$ cat config.mk
export PLATFORM = sky130hd
export DESIGN_NAME = ccg_truth_table_sweeper
export DESIGN_NICKNAME = d
export VERILOG_FILES = /design/src/rtl/ccg_sweep_pkg.sv /design/src/rtl/ccg_misr.sv /design/src/rtl/ccg_truth_table_sweeper.sv
export SDC_FILE = /design/constraint.sdc
export NUM_CORES = 1
export LEC_CHECK = 0
export CAP_MARGIN = 20
export CORE_MARGIN = 4
export CORE_UTILIZATION = 52
export CTS_CLUSTER_SIZE = 24
export DETAILED_ROUTE_END_ITERATION = 8
export GPL_TIMING_DRIVEN = 0
export PLACE_DENSITY = 0.85
export SLEW_MARGIN = 25
export SYNTH_ARGS = -nofsm -noshare
export SYNTH_HDL_FRONTEND = slang
export SYNTH_SLANG_ARGS = --single-unit
$ cat constraint.sdc
create_clock -name clk -period 5.34 [get_ports clk]
set_clock_uncertainty 0.2 [all_clocks]
set_input_delay 0.801 -clock clk [delete_from_list [all_inputs] [get_ports clk]]
set_output_delay 0.801 -clock clk [all_outputs]
set_load 0.02 [all_outputs]
$ cat src/rtl/ccg_sweep_pkg.sv
// Shared types and helpers for the CCG truth-table sweeper and its MISR.
// The MISR step is written for up to 32 signature bits so one function serves every width.
package ccg_sweep_pkg;

    typedef enum logic [1:0] {
        IDLE,
        SETTLE,
        CAPTURE,
        DONE
    } sweep_state_t;

    localparam logic [31:0] DEFAULT_POLY = 32'h0000_0009;

    function automatic logic [31:0] misr_step(
        input logic [31:0] sig,
        input logic [31:0] din,
        input logic [31:0] poly,
        input int          width
    );
        logic [31:0] mask;
        logic [31:0] shifted;
        mask    = (width >= 32) ? 32'hFFFF_FFFF : ((32'd1 << width) - 32'd1);
        shifted = (sig << 1) & mask;
        if (sig[width-1])
            shifted = shifted ^ poly;
        return (shifted ^ din) & mask;
    endfunction

endpackage

$ cat src/rtl/ccg_misr.sv
// Galois MISR that compacts one N_OUT-bit sample per enabled cycle into a signature.
module ccg_misr
    import ccg_sweep_pkg::*;
#(
    parameter int              N_OUT = 10,
    parameter logic [N_OUT-1:0] POLY = N_OUT'(DEFAULT_POLY)
) (
    input  logic             clk,
    input  logic             rst,
    input  logic             clear,
    input  logic             enable,
    input  logic [N_OUT-1:0] din,
    output logic [N_OUT-1:0] sig
);

    always_ff @(posedge clk or posedge rst) begin
        if (rst)
            sig <= '0;
        else if (clear)
            sig <= '0;
        else if (enable)
            sig <= N_OUT'(misr_step(32'(sig), 32'(din), 32'(POLY), N_OUT));
    end

endmodule

$ cat src/rtl/ccg_truth_table_sweeper.sv
// Clocked harness that walks a combinational DUT through its input vectors, waits for the
// outputs to settle, and folds each captured output word into a MISR signature.
module ccg_truth_table_sweeper
    import ccg_sweep_pkg::*;
#(
    parameter int               N_IN   = 3,
    parameter int               N_OUT  = 10,
    parameter int               SETTLE = 1,
    parameter logic [N_OUT-1:0] POLY   = N_OUT'(DEFAULT_POLY)
) (
    input  logic              clk,
    input  logic              rst,
    input  logic              start,
    input  logic              mode,
    input  logic [N_IN-1:0]   vec_in,
    input  logic [N_OUT-1:0]  golden,
    output logic [N_IN-1:0]   x_out,
    input  logic [N_OUT-1:0]  f_in,
    output logic              busy,
    output logic              done,
    output logic [N_OUT-1:0]  signature,
    output logic [N_IN:0]     vec_cnt,
    output logic              pass
);

    localparam logic [3:0] SETTLE_INIT = 4'(SETTLE);

    sweep_state_t     state;
    sweep_state_t     state_next;
    logic             mode_q;
    logic [N_OUT-1:0] golden_q;
    logic [3:0]       wait_cnt;
    logic             accept;
    logic             capture;
    logic             last_vec;
    logic [N_OUT-1:0] sig_next;

    assign last_vec = mode_q || (x_out == '1);
    assign sig_next = N_OUT'(misr_step(32'(signature), 32'(f_in), 32'(POLY), N_OUT));

    // The SETTLE parameter shadows the enum literal, so state names are package-qualified.
    always_ff @(posedge clk or posedge rst) begin
        if (rst)
            state <= ccg_sweep_pkg::IDLE;
        else
            state <= state_next;
    end

    always_comb begin
        state_next = state;
        accept     = 1'b0;
        capture    = 1'b0;
        done       = 1'b0;
        case (state)
            ccg_sweep_pkg::IDLE: begin
                if (start) begin
                    accept     = 1'b1;
                    state_next = ccg_sweep_pkg::SETTLE;
                end
            end
            ccg_sweep_pkg::SETTLE: begin
                if (wait_cnt == 4'd0)
                    state_next = ccg_sweep_pkg::CAPTURE;
            end
            ccg_sweep_pkg::CAPTURE: begin
                capture    = 1'b1;
                state_next = last_vec ? ccg_sweep_pkg::DONE : ccg_sweep_pkg::SETTLE;
            end
            ccg_sweep_pkg::DONE: begin
                done       = 1'b1;
                state_next = ccg_sweep_pkg::IDLE;
            end
            default: state_next = ccg_sweep_pkg::IDLE;
        endcase
    end

    // pass is decided on the final capture edge so it appears together with done.
    always_ff @(posedge clk or posedge rst) begin
        if (rst) begin
            mode_q   <= 1'b0;
            golden_q <= '0;
            wait_cnt <= 4'd0;
            x_out    <= '0;
            vec_cnt  <= '0;
            busy     <= 1'b0;
            pass     <= 1'b0;
        end else begin
            if (accept) begin
                mode_q   <= mode;
                golden_q <= golden;
                vec_cnt  <= '0;
                busy     <= 1'b1;
                x_out    <= mode ? vec_in : '0;
                wait_cnt <= SETTLE_INIT;
            end
            if (state == ccg_sweep_pkg::SETTLE && wait_cnt != 4'd0)
                wait_cnt <= wait_cnt - 4'd1;
            if (capture) begin
                vec_cnt <= vec_cnt + (N_IN+1)'(1);
                if (last_vec) begin
                    pass <= (sig_next == golden_q);
                end else begin
                    x_out    <= x_out + N_IN'(1);
                    wait_cnt <= SETTLE_INIT;
                end
            end
            if (state == ccg_sweep_pkg::DONE)
                busy <= 1'b0;
        end
    end

    ccg_misr #(
        .N_OUT (N_OUT),
        .POLY  (POLY)
    ) u_misr (
        .clk    (clk),
        .rst    (rst),
        .clear  (accept),
        .enable (capture),
        .din    (f_in),
        .sig    (signature)
    );

endmodule
==> Flow_metrics.wiki <==
{| class="wikitable"
! Metric !! Value
|-
| Diodes inserted || 0
|-
| Number of buffers inserted by post-CTS setup repair || 0
|-
| Effective utilization at floorplan || a little over half
|-
| Worst setup path category || flip-flop to output pin
|-
| Final-report setup violation count || 0
|-
| Worst-path fanout max || 6
|-
| Antenna violations before repair || 0
|-
| Startpoint type of the worst setup path || flip-flop
|-
| Power density of the placed cells || about 530 nW/um^2
|-
| Post-synth design cell area || between 1500 and 2000 sq um
|-
| CTS Buf Count || 5
|-
| Slew Limit Headroom || between 50% and 60%
|-
| CTS tree || yes
|-
| Nets@finish || 267
|-
| Final weighted congestion in routability-driven placement || 0.7642
|-
| Routed vias/inst || ~5
|-
| RSZ-0062 raised after global routing || false
|-
| Yosys reg bits || 36
|-
| Syn avg cell area || 9.791 sq um
|-
| CTS Buffer Depth || 2
|-
| DR WL/cell || around 14 um
|-
| Data required, critical path || between 4 and 5 ns
|-
| Post-route DRC || 0
|-
| Total negative slack || 0 ns
|-
| Boundary Pins || 47
|-
| Number of instances in the synthesized netlist || between 150 and 200
|-
| Number of iterations in the first detailed-routing pass || 4
|-
| Number of global-route vias before repair || approximately 1300
|-
| Largest net degree at the start of global routing || 37
|-
| Share of async-settable or async-resettable flops after synthesis || 100.0%
|-
| Number of enable-type register cells in the synthesized netlist || 0
|-
| Utilization after layout || a little under three quarters
|-
| Die outline width || 66.70 um
|-
| Most used flip-flop cell after synthesis || sky130_fd_sc_hd__dfrtp_1
|-
| Part of the Yosys area used for sequential elements || 50.28%
|-
| Height of the die || roughly 67 um
|-
| Final Instance Count excl. Fillers || around 280
|-
| Count of hold buffers inserted by post-cts repair || 0
|-
| Final number of max-transition violations || 0
|-
| Data arrival, critical path || around 1.5 ns
|-
| Slew of the pin with the lowest slew margin || around 0.73 ns
|-
| Run status || finished clean
|-
| Area growth syn-to-layout || 32.19%
|-
| Leakage power summed over all cells || around 1.1 nW
|-
| Clock latency on the worst-skew pair || approximately 0.33 ns
|-
| Share of layout cells above drive strength 1 || between 4 and 5%
|-
| Dpl cells || ~280
|-
| Remaining antenna violation count || 0
|-
| Final period demand of the worst path || 2.532 ns
|-
| # port buffers || 46
|-
| Worst ir drop on vdd || about 0.26 mV
|-
| Htree depth || 2
|-
| Element type at the critical path end || output pin
|-
| Remaining global-route overflow || 0
|-
| PostCTS Resize Cnt || 0
|-
| Wire length of the first global-routing pass || roughly 6400 um
|-
| Clk pin slew, worst setup/hold paths || ~0.10 ns
|-
| Area inside the core boundary || ~3300 sq um
|-
| Sink count of the clock tree || 36
|-
| Number of vias after detailed routing || around 1400
|-
| Maximum operating frequency || between 300 and 400 MHz
|-
| Synthesized Nets || 214
|-
| Post-route clock period utilization || 47.41%
|-
| Iter 0 DRT Violations || 82
|-
| Max Cap Viol || 0
|-
| Sum of routed wire length over all layers || about 4000 um
|-
| Synth unique cells || 29
|-
| Cell row count || 21
|-
| Total global routing track utilization || between 10% and 20%
|-
| Worst Hold Class || flip-flop to flip-flop
|-
| Final hold violation count || 0
|-
| Final worst hold slack || 0.3069 ns
|-
| Syn. warnings || 0
|-
| Area of the die || between 4000 and 5000 sq um
|-
| Half-perimeter wire length of the detailed placement result || 3049 um
|-
| Root Driver || sky130_fd_sc_hd__clkbuf_4
|-
| Area after DPL || ~2300 sq um
|-
| Fin area || 2369 sq um
|}
## logic make-up after synthesis
kind of cell | count (synthesis) | share of synthesized area, %
compound gates | 26 | 8.520
xor+xnor | 23 | 14.32
fa+ha+maj | 4 | 2.793
buf+inv | 13 | 2.724
flops | 36 | 50.28
mux | 1 | 0.6284
simple gates | 80 | 20.74
## synth_stat cells, types with 2 or more instances
library cell	number	area share (%)
sky130_fd_sc_hd__or3_1	3	1.0
sky130_fd_sc_hd__xnor2_1	13	6.4
sky130_fd_sc_hd__inv_1	5	1.0
sky130_fd_sc_hd__dfrtp_1	36	50
sky130_fd_sc_hd__o21ai_0	14	3.9
sky130_fd_sc_hd__xor2_1	6	2.9
sky130_fd_sc_hd__nand2_1	46	9.6
sky130_fd_sc_hd__nand3_1	15	4.2
sky130_fd_sc_hd__clkbuf_1	8	1.7
sky130_fd_sc_hd__ha_1	4	2.8
sky130_fd_sc_hd__nor2_1	3	0.63
sky130_fd_sc_hd__and3_1	3	1.0
sky130_fd_sc_hd__xnor3_1	4	5.0
sky130_fd_sc_hd__nand2b_1	2	0.70
sky130_fd_sc_hd__a21oi_1	7	2.0
## cells in the final DEF, fill, tap and decap left out
| cell type | n |
|---|---|
| sky130_fd_sc_hd__nand2_1 | 46 |
| sky130_fd_sc_hd__clkdlybuf4s50_1 | 46 |
| sky130_fd_sc_hd__dfrtp_1 | 36 |
| sky130_fd_sc_hd__nand3_1 | 15 |
| sky130_fd_sc_hd__o21ai_0 | 14 |
| sky130_fd_sc_hd__xnor2_1 | 13 |
| sky130_fd_sc_hd__clkbuf_1 | 10 |
| sky130_fd_sc_hd__a21oi_1 | 7 |
| sky130_fd_sc_hd__xor2_1 | 6 |
| sky130_fd_sc_hd__clkbuf_4 | 5 |
| sky130_fd_sc_hd__inv_1 | 4 |
| sky130_fd_sc_hd__xnor3_1 | 4 |
| sky130_fd_sc_hd__ha_1 | 4 |
| sky130_fd_sc_hd__nor2_1 | 3 |
| sky130_fd_sc_hd__or3_1 | 3 |
| sky130_fd_sc_hd__and3_1 | 3 |
| sky130_fd_sc_hd__nand2b_1 | 2 |
| sky130_fd_sc_hd__or3b_1 | 1 |
| sky130_fd_sc_hd__nor2b_1 | 1 |
| sky130_fd_sc_hd__nor3b_1 | 1 |
| sky130_fd_sc_hd__nor3_2 | 1 |
| sky130_fd_sc_hd__a211oi_1 | 1 |
| sky130_fd_sc_hd__o211ai_1 | 1 |
| sky130_fd_sc_hd__or4_1 | 1 |
| sky130_fd_sc_hd__mux2_2 | 1 |
| sky130_fd_sc_hd__a21o_1 | 1 |
| sky130_fd_sc_hd__and2_1 | 1 |
| sky130_fd_sc_hd__o311ai_0 | 1 |
| sky130_fd_sc_hd__or4b_1 | 1 |
| sky130_fd_sc_hd__inv_2 | 1 |
| sky130_fd_sc_hd__nand4_1 | 1 |
| sky130_fd_sc_hd__o41ai_2 | 1 |
| sky130_fd_sc_hd__clkbuf_8 | 1 |
## sequential cells by signal, indices dropped and copies added, names as in the netlist
signal,cells
vec_cnt,4
x_out,3
u_misr.sig,10
mode_q,1
state,2
wait_cnt,4
golden_q,10
busy,1
pass,1
## worst paths after layout
kind                       depth (start not counted)       endpoint  slack [ns]  startpoint
setup reg to reg                                   4    golden_q[0]        3.34    state[0]
setup / recovery                                   2           done        2.81    state[1]
hold reg to reg                                    1       x_out[0]        0.31    x_out[0]
hold / removal                                     1       x_out[0]        0.31    x_out[0]
min in group asynchronous                          2    golden_q[2]        0.70         rst
max in group asynchronous                          2  u_misr.sig[5]        3.77         rst
## layout make-up
cell class / count / area (sq um)
fillers: 269 / 968.4
inverters: 5 / 18.77
clock buffers: 8 / 58.81
well taps: 46 / 57.56
flip-flops and latches: 36 / 900.9
repair buffers: 46 / 460.4
plain buffers: 8 / 30.03
multi-input cells: 134 / 842.1
## metal layers
| metal | part of all wire, % | track usage (%) |
|---|---|---|
| met3 | 4.4 | 3.035 |
| met1 | 42 | 25.63 |
| met5 | 0 | 0 |
| met2 | 52 | 32.43 |
| met4 | 1.4 | 6.091 |
## critical path, cell delays in order, from the launching register on
cell	delay, ns
sky130_fd_sc_hd__dfrtp_1	0.44
sky130_fd_sc_hd__and2_1	0.17
sky130_fd_sc_hd__clkdlybuf4s50_1	0.60
## per-stage QoR
step | setup WS, ns | total power, W
2_1_floorplan | 3.249 | 0.0008736
3_3_place_gp | 2.514 | 0.001079
3_5_place_dp | 2.461 | 0.001105
4_1_cts | 2.812 | 0.001254
5_1_grt | 2.657 | 0.001339
6_report | 2.808 | 0.001248
## where the power goes
| part | total [W] | internal (W) | switching, W |
|---|---|---|---|
| combinational | 0.000614 | 0.000297 | 0.000317 |
| sequential | 0.000484 | 0.000385 | 0.0000989 |
| clock | 0.000151 | 0.0000650 | 0.0000856 |
| total | 0.00125 | 0.000747 | 0.000501 |
Power figures use the tool's default switching activity.
==> edit 1, RTL diff (same flow settings) <==
`N_OUT` is set to 10 in 2 places; all go to 5.
--- a/src/rtl/ccg_misr.sv
+++ b/src/rtl/ccg_misr.sv
@@ -2,7 +2,7 @@
 module ccg_misr
     import ccg_sweep_pkg::*;
 #(
-    parameter int              N_OUT = 10,
+    parameter int              N_OUT = 5,
     parameter logic [N_OUT-1:0] POLY = N_OUT'(DEFAULT_POLY)
 ) (
     input  logic             clk,
--- a/src/rtl/ccg_truth_table_sweeper.sv
+++ b/src/rtl/ccg_truth_table_sweeper.sv
@@ -4,7 +4,7 @@
     import ccg_sweep_pkg::*;
 #(
     parameter int               N_IN   = 3,
-    parameter int               N_OUT  = 10,
+    parameter int               N_OUT  = 5,
     parameter int               SETTLE = 1,
     parameter logic [N_OUT-1:0] POLY   = N_OUT'(DEFAULT_POLY)
 ) (
Ports: changed (resized f_in, golden and signature); port bits go from 47 to 32. The function was not compared with the original's and may differ.
==> edit 1 against the unedited design <==
Total power shrank 22%; wire length shrank 26%; via count shrank 25%; sequential cell count shrank 10; setup slack lost 0.091 ns; largest power group unchanged; sequential share of layout area shrank 1.6 points; final area shrank 25%; area after synthesis shrank 23%.
==> edit 1: results (changes against the unedited design) <==
[setup_path]
timing.rr.start=x_out[0]  ; was state[0]
cp_max_fo=10  ; was 6
r2r_end=x_out[1]  ; was golden_q[0]
worstPathArrival_ns=1.62  ; was 1.53 ns
ff2ff_setup_slack_ns=3.16  ; was 3.34 ns
critical_path.startpoint=state[0]  ; was state[1]

[logic_synthesis]
syn_nets=155  ; was 214
seq_area_frac_synth_pct=47.0  ; was 50.3%
yosysUniqueCellTypes=33  ; was 29
synthTopCellsByCount=26 x dfrtp_1, 24 x nand2_1, 13 x o21ai_0  ; was 46 x nand2_1, 36 x dfrtp_1, 15 x nand3_1
synth_cells=134  ; was 183
synthTopCellsByArea=dfrtp_1 47%, xnor3_1 8.1%, nand2_1 6.5%  ; was dfrtp_1 50%, nand2_1 9.6%, xnor2_1 6.4%

[finish]
drive_gt1_share_pct=7.10  ; was 4.22%
nets=191  ; was 267
n_fill_cell=199  ; was 269
final_cell_count_no_fill=199  ; was 283
ff_latch_area_um2=651  ; was 901 um^2

[detailed_routing]
drtIter0Drc=15  ; was 82
wl_met2_mm=1.50  ; was 2.08 mm

[status]
outcome=completed  ; unchanged

[placement]
hpwlAfterDp_mm=2.22  ; was 3.05 mm
placed_cell_area_mm2=0.00173  ; was 0.00231 mm^2
dpl_worst_slack_ns=2.78  ; was 2.46 ns
place.gp.congestion=0.800  ; was 0.764
port_buffers=31  ; was 46

[global_route]
grt_pass1_vias=1123  ; was 1,342
grt_pass1_wl_mm=4.82  ; was 6.38 mm
grt_start_max_net_pins=27  ; was 37
track_usage_pct=18.3  ; was 19.4%

[clock_network]
htreeDepth=1  ; was 2

[power]
pwr-share-seq_pct=35.4  ; was 38.8%
ir_drop_mv=0.330  ; was 0.258 mV
cellLeakagePower_nw=0.823  ; was 1.09 nW
pg_clk_w=0.000138  ; was 0.000151 W
pwr_density_cell_mw_per_mm2=548  ; was 527 mW/mm^2

[timing]
hold_slack_ns=0.298  ; was 0.307 ns

[hold_path]
hold_end=vec_cnt[3]  ; was x_out[0]

[edit 1: cell type report]
type	count	area share, %
buffer	6	2.31
sequential	26	36.4
clock inverter	1	1.68
clock buffer	3	1.26
multi-input combinational	98	38.0
tap	30	2.10
inverter	4	0.841
timing repair buffer	31	17.4
[edit 1: routing by layer]
layer | global-route usage (%) | up-vias
met1 | 22.1 | 527
li1 | - | 531
met4 | 9.18 | 0
met3 | 3.05 | 4
met5 | 0 | -
met2 | 31.2 | 27
[edit 1: cell families after synthesis]
family	share of synthesized area, %
mux	2.17
xor+xnor	11.9
fa+ha+maj	3.61
flops	47.0
buf+inv	4.06
simple gates	21.8
compound gates	9.49
[edit 1: worst reg2reg max path, cell delays in order, from the launching register on]
cell     delay (ns)
dfrtp_1        0.44
ha_1           0.21
ha_1           0.21
nor4b_2        0.76
o21ai_0        0.22
==> edit 2, RTL diff (config.mk and constraints unchanged) <==
Without the edit above. Register the output `signature`, cleared by the reset; this adds one clock of latency there. The other outputs are not delayed to match. Comments in the files are not updated.
--- a/src/rtl/ccg_truth_table_sweeper.sv
+++ b/src/rtl/ccg_truth_table_sweeper.sv
@@ -25,6 +25,8 @@
 
     localparam logic [3:0] SETTLE_INIT = 4'(SETTLE);
 
+    logic [N_OUT-1:0] signature_d;
+
     sweep_state_t     state;
     sweep_state_t     state_next;
     logic             mode_q;
@@ -36,7 +38,7 @@
     logic [N_OUT-1:0] sig_next;
 
     assign last_vec = mode_q || (x_out == '1);
-    assign sig_next = N_OUT'(misr_step(32'(signature), 32'(f_in), 32'(POLY), N_OUT));
+    assign sig_next = N_OUT'(misr_step(32'(signature_d), 32'(f_in), 32'(POLY), N_OUT));
 
     // The SETTLE parameter shadows the enum literal, so state names are package-qualified.
     always_ff @(posedge clk or posedge rst) begin
@@ -118,7 +120,15 @@
         .clear  (accept),
         .enable (capture),
         .din    (f_in),
-        .sig    (signature)
+        .sig    (signature_d)
     );
 
+    always_ff @(posedge clk or posedge rst) begin
+        if (rst) begin
+            signature <= '0;
+        end else begin
+            signature <= signature_d;
+        end
+    end
+
 endmodule
Check against the original RTL: not equivalent (Yosys sat finds a counterexample within 10 cycles, from zero or initial values and one cycle with rst high).
==> edit 2 against the unedited design <==
Sequential cell count is 10 higher; setup slack worse by 0.042 ns; final area is 13% higher; largest power group unchanged; area after synthesis is 14% higher; wire length is 5.9% higher; via count is 5.8% higher; sequential share of layout area is 5.0 points higher; critical path depth is 3 higher; total power is 14% higher; highest routed layer unchanged.
==> edit 2: results (changes against the unedited design) <==
[setup_path]
slowest_stage=nor3b_1  ; was clkdlybuf4s50_1
r2r_end=golden_q[6]  ; was golden_q[0]
worstPathArrival_ns=2.61  ; was 1.53 ns
critical-path-max-stage-delay_ns=0.70  ; was 0.60 ns
ff2ff_setup_slack_ns=3.31  ; was 3.34 ns
cp_max_fo=10  ; was 6
timing.rr.start=state[1]  ; was state[0]
ff2ff_path_depth=4  ; unchanged

[power]
ir_drop_mv=0.286  ; was 0.258 mV
cellLeakagePower_nw=1.25  ; was 1.09 nW

[clock_network]
clkTransAtPathRegs_ns=0.08  ; was 0.10 ns
htreeDepth=2  ; unchanged
clk-insertion-delay-late_ns=0.29  ; was 0.33 ns
clockRootBuffer=clkbuf_8  ; was clkbuf_4
clockBufferDepth=2  ; unchanged
postCtsResizedCells=0  ; unchanged
post-cts-setup-buffer-count=0  ; unchanged
cts_inserted_buffers=5  ; unchanged

[global_route]
grt_pass1_wl_mm=7.05  ; was 6.38 mm
grt_pass1_vias=1499  ; was 1,342
antenna_found_initial=0  ; unchanged
track_usage_pct=18.3  ; was 19.4%
grt_start_max_net_pins=27  ; was 37

[detailed_routing]
wl_mm=4.26  ; was 4.02 mm
drt-vias-per-instance=5.20  ; was 5.12
firstDrtPassIters=4  ; unchanged
drtIter0Drc=137  ; was 82

[logic_synthesis]
synthTopCellsByCount=47 x nand2_1, 46 x dfrtp_1, 15 x o21ai_0  ; was 46 x nand2_1, 36 x dfrtp_1, 15 x nand3_1
seq_area_frac_synth_pct=56.4  ; was 50.3%
synth-async-reset-ratio_pct=100  ; unchanged
synthTopCellsByArea=dfrtp_1 56%, nand2_1 8.7%, xnor2_1 5.6%  ; was dfrtp_1 50%, nand2_1 9.6%, xnor2_1 6.4%
yosysUniqueCellTypes=31  ; was 29
yosysWarnings=0  ; unchanged
syn_nets=223  ; was 214

[hold_path]
min_path_type=flop to flop  ; unchanged
hold_depth=0  ; was 1
hold_end=signature[5]  ; was x_out[0]
min_from=u_misr.sig[5]  ; was x_out[0]

[status]
outcome=completed  ; unchanged

[placement]
port_buffers=46  ; unchanged
dpl_worst_slack_ns=2.45  ; was 2.46 ns
place.gp.congestion=0.795  ; was 0.764
hpwlAfterDp_mm=3.18  ; was 3.05 mm

[finish]
n_fill_cell=284  ; was 269
top_regs=golden_q (10), signature (10), u_misr.sig (10)  ; was golden_q (10), u_misr.sig (10)
nets=277  ; was 267
drive_gt1_share_pct=6.07  ; was 4.22%
num_antenna_cells=0  ; unchanged

[timing]
tns_ns=0  ; unchanged
relSlewSlack_pct=43.8  ; was 51.0%
min_period_ns=2.57  ; was 2.53 ns

edit 2: layout make-up:
cell class / count / area share [%]
flip-flops and latches: 46 / 43.0
multi-input cells: 135 / 31.7
repair buffers: 47 / 18.0
clock buffers: 6 / 3.09
well taps: 48 / 2.25
plain buffers: 6 / 0.842
inverters: 5 / 0.702
clock inverters: 2 / 0.468
edit 2: worst max-delay path by stage:
stage                from  depth (start not counted)             to
global placement      rst                          2    golden_q[3]
global route        start                          5    golden_q[6]
CTS                 start                          5    golden_q[6]
floorplan           start                          5  u_misr.sig[1]
finish              start                          5    golden_q[6]
detailed placement  start                          5    golden_q[6]
edit 2: cells by family (layout without fill, tap and decap cells):
group / count (synthesis) / count (layout) / synth area share (%)
AND/OR/NAND/NOR: 80 / 80 / 18.2
flip-flops: 46 / 46 / 56.4
XOR/XNOR: 22 / 22 / 12.1
buffers and inverters: 11 / 66 / 2.02
adder cells (fa/ha/maj): 4 / 4 / 2.45
multiplexers: 1 / 1 / 0.552
AO/OA/AOI/OAI: 28 / 28 / 8.22
edit 2: critical path, delay by kind of cell:
kind	cells	cell delay (ns)
buf+inv	2	0.91
simple gates	3	0.89
edit 2: stage by stage:
| step | hold WS (ns) | cell area, um^2 | std cells | power, W | util [%] |
|---|---|---|---|---|---|
| finish | 0.226 | 2680 | 295 | 0.00142 | 72.0 |
| CTS | 0.225 | 2680 | 295 | 0.00144 | 72.0 |
| floorplan | 0.191 | 2040 | 192 | 0.000981 | - |
| global placement | 0.200 | 2560 | 286 | 0.00118 | 68.9 |
| detailed placement | 0.208 | 2580 | 287 | 0.00121 | 69.4 |
| global route | 0.234 | 2680 | 295 | 0.00153 | 72.0 |
edit 2: layer usage:
metal / wire [um] / part of all wire [%] / GRT usage (%) / up-vias
met5: 0 / 0 / 0 / -
met2: 2170 / 51 / 30.9 / 49
met1: 1810 / 42 / 22.9 / 728
met4: 29 / 0.68 / 6.05 / 0
met3: 258 / 6.1 / 5.11 / 2
li1: - / - / - / 754
edit 2: report_power, final:
group / switching [W] / leakage [nW] / internal (W) / total, W
logic: 0.000321 / 0.610 / 0.000294 / 0.000614
registers: 0.000105 / 0.590 / 0.000486 / 0.000591
clock network: 0.000113 / 0.0472 / 0.000104 / 0.000217
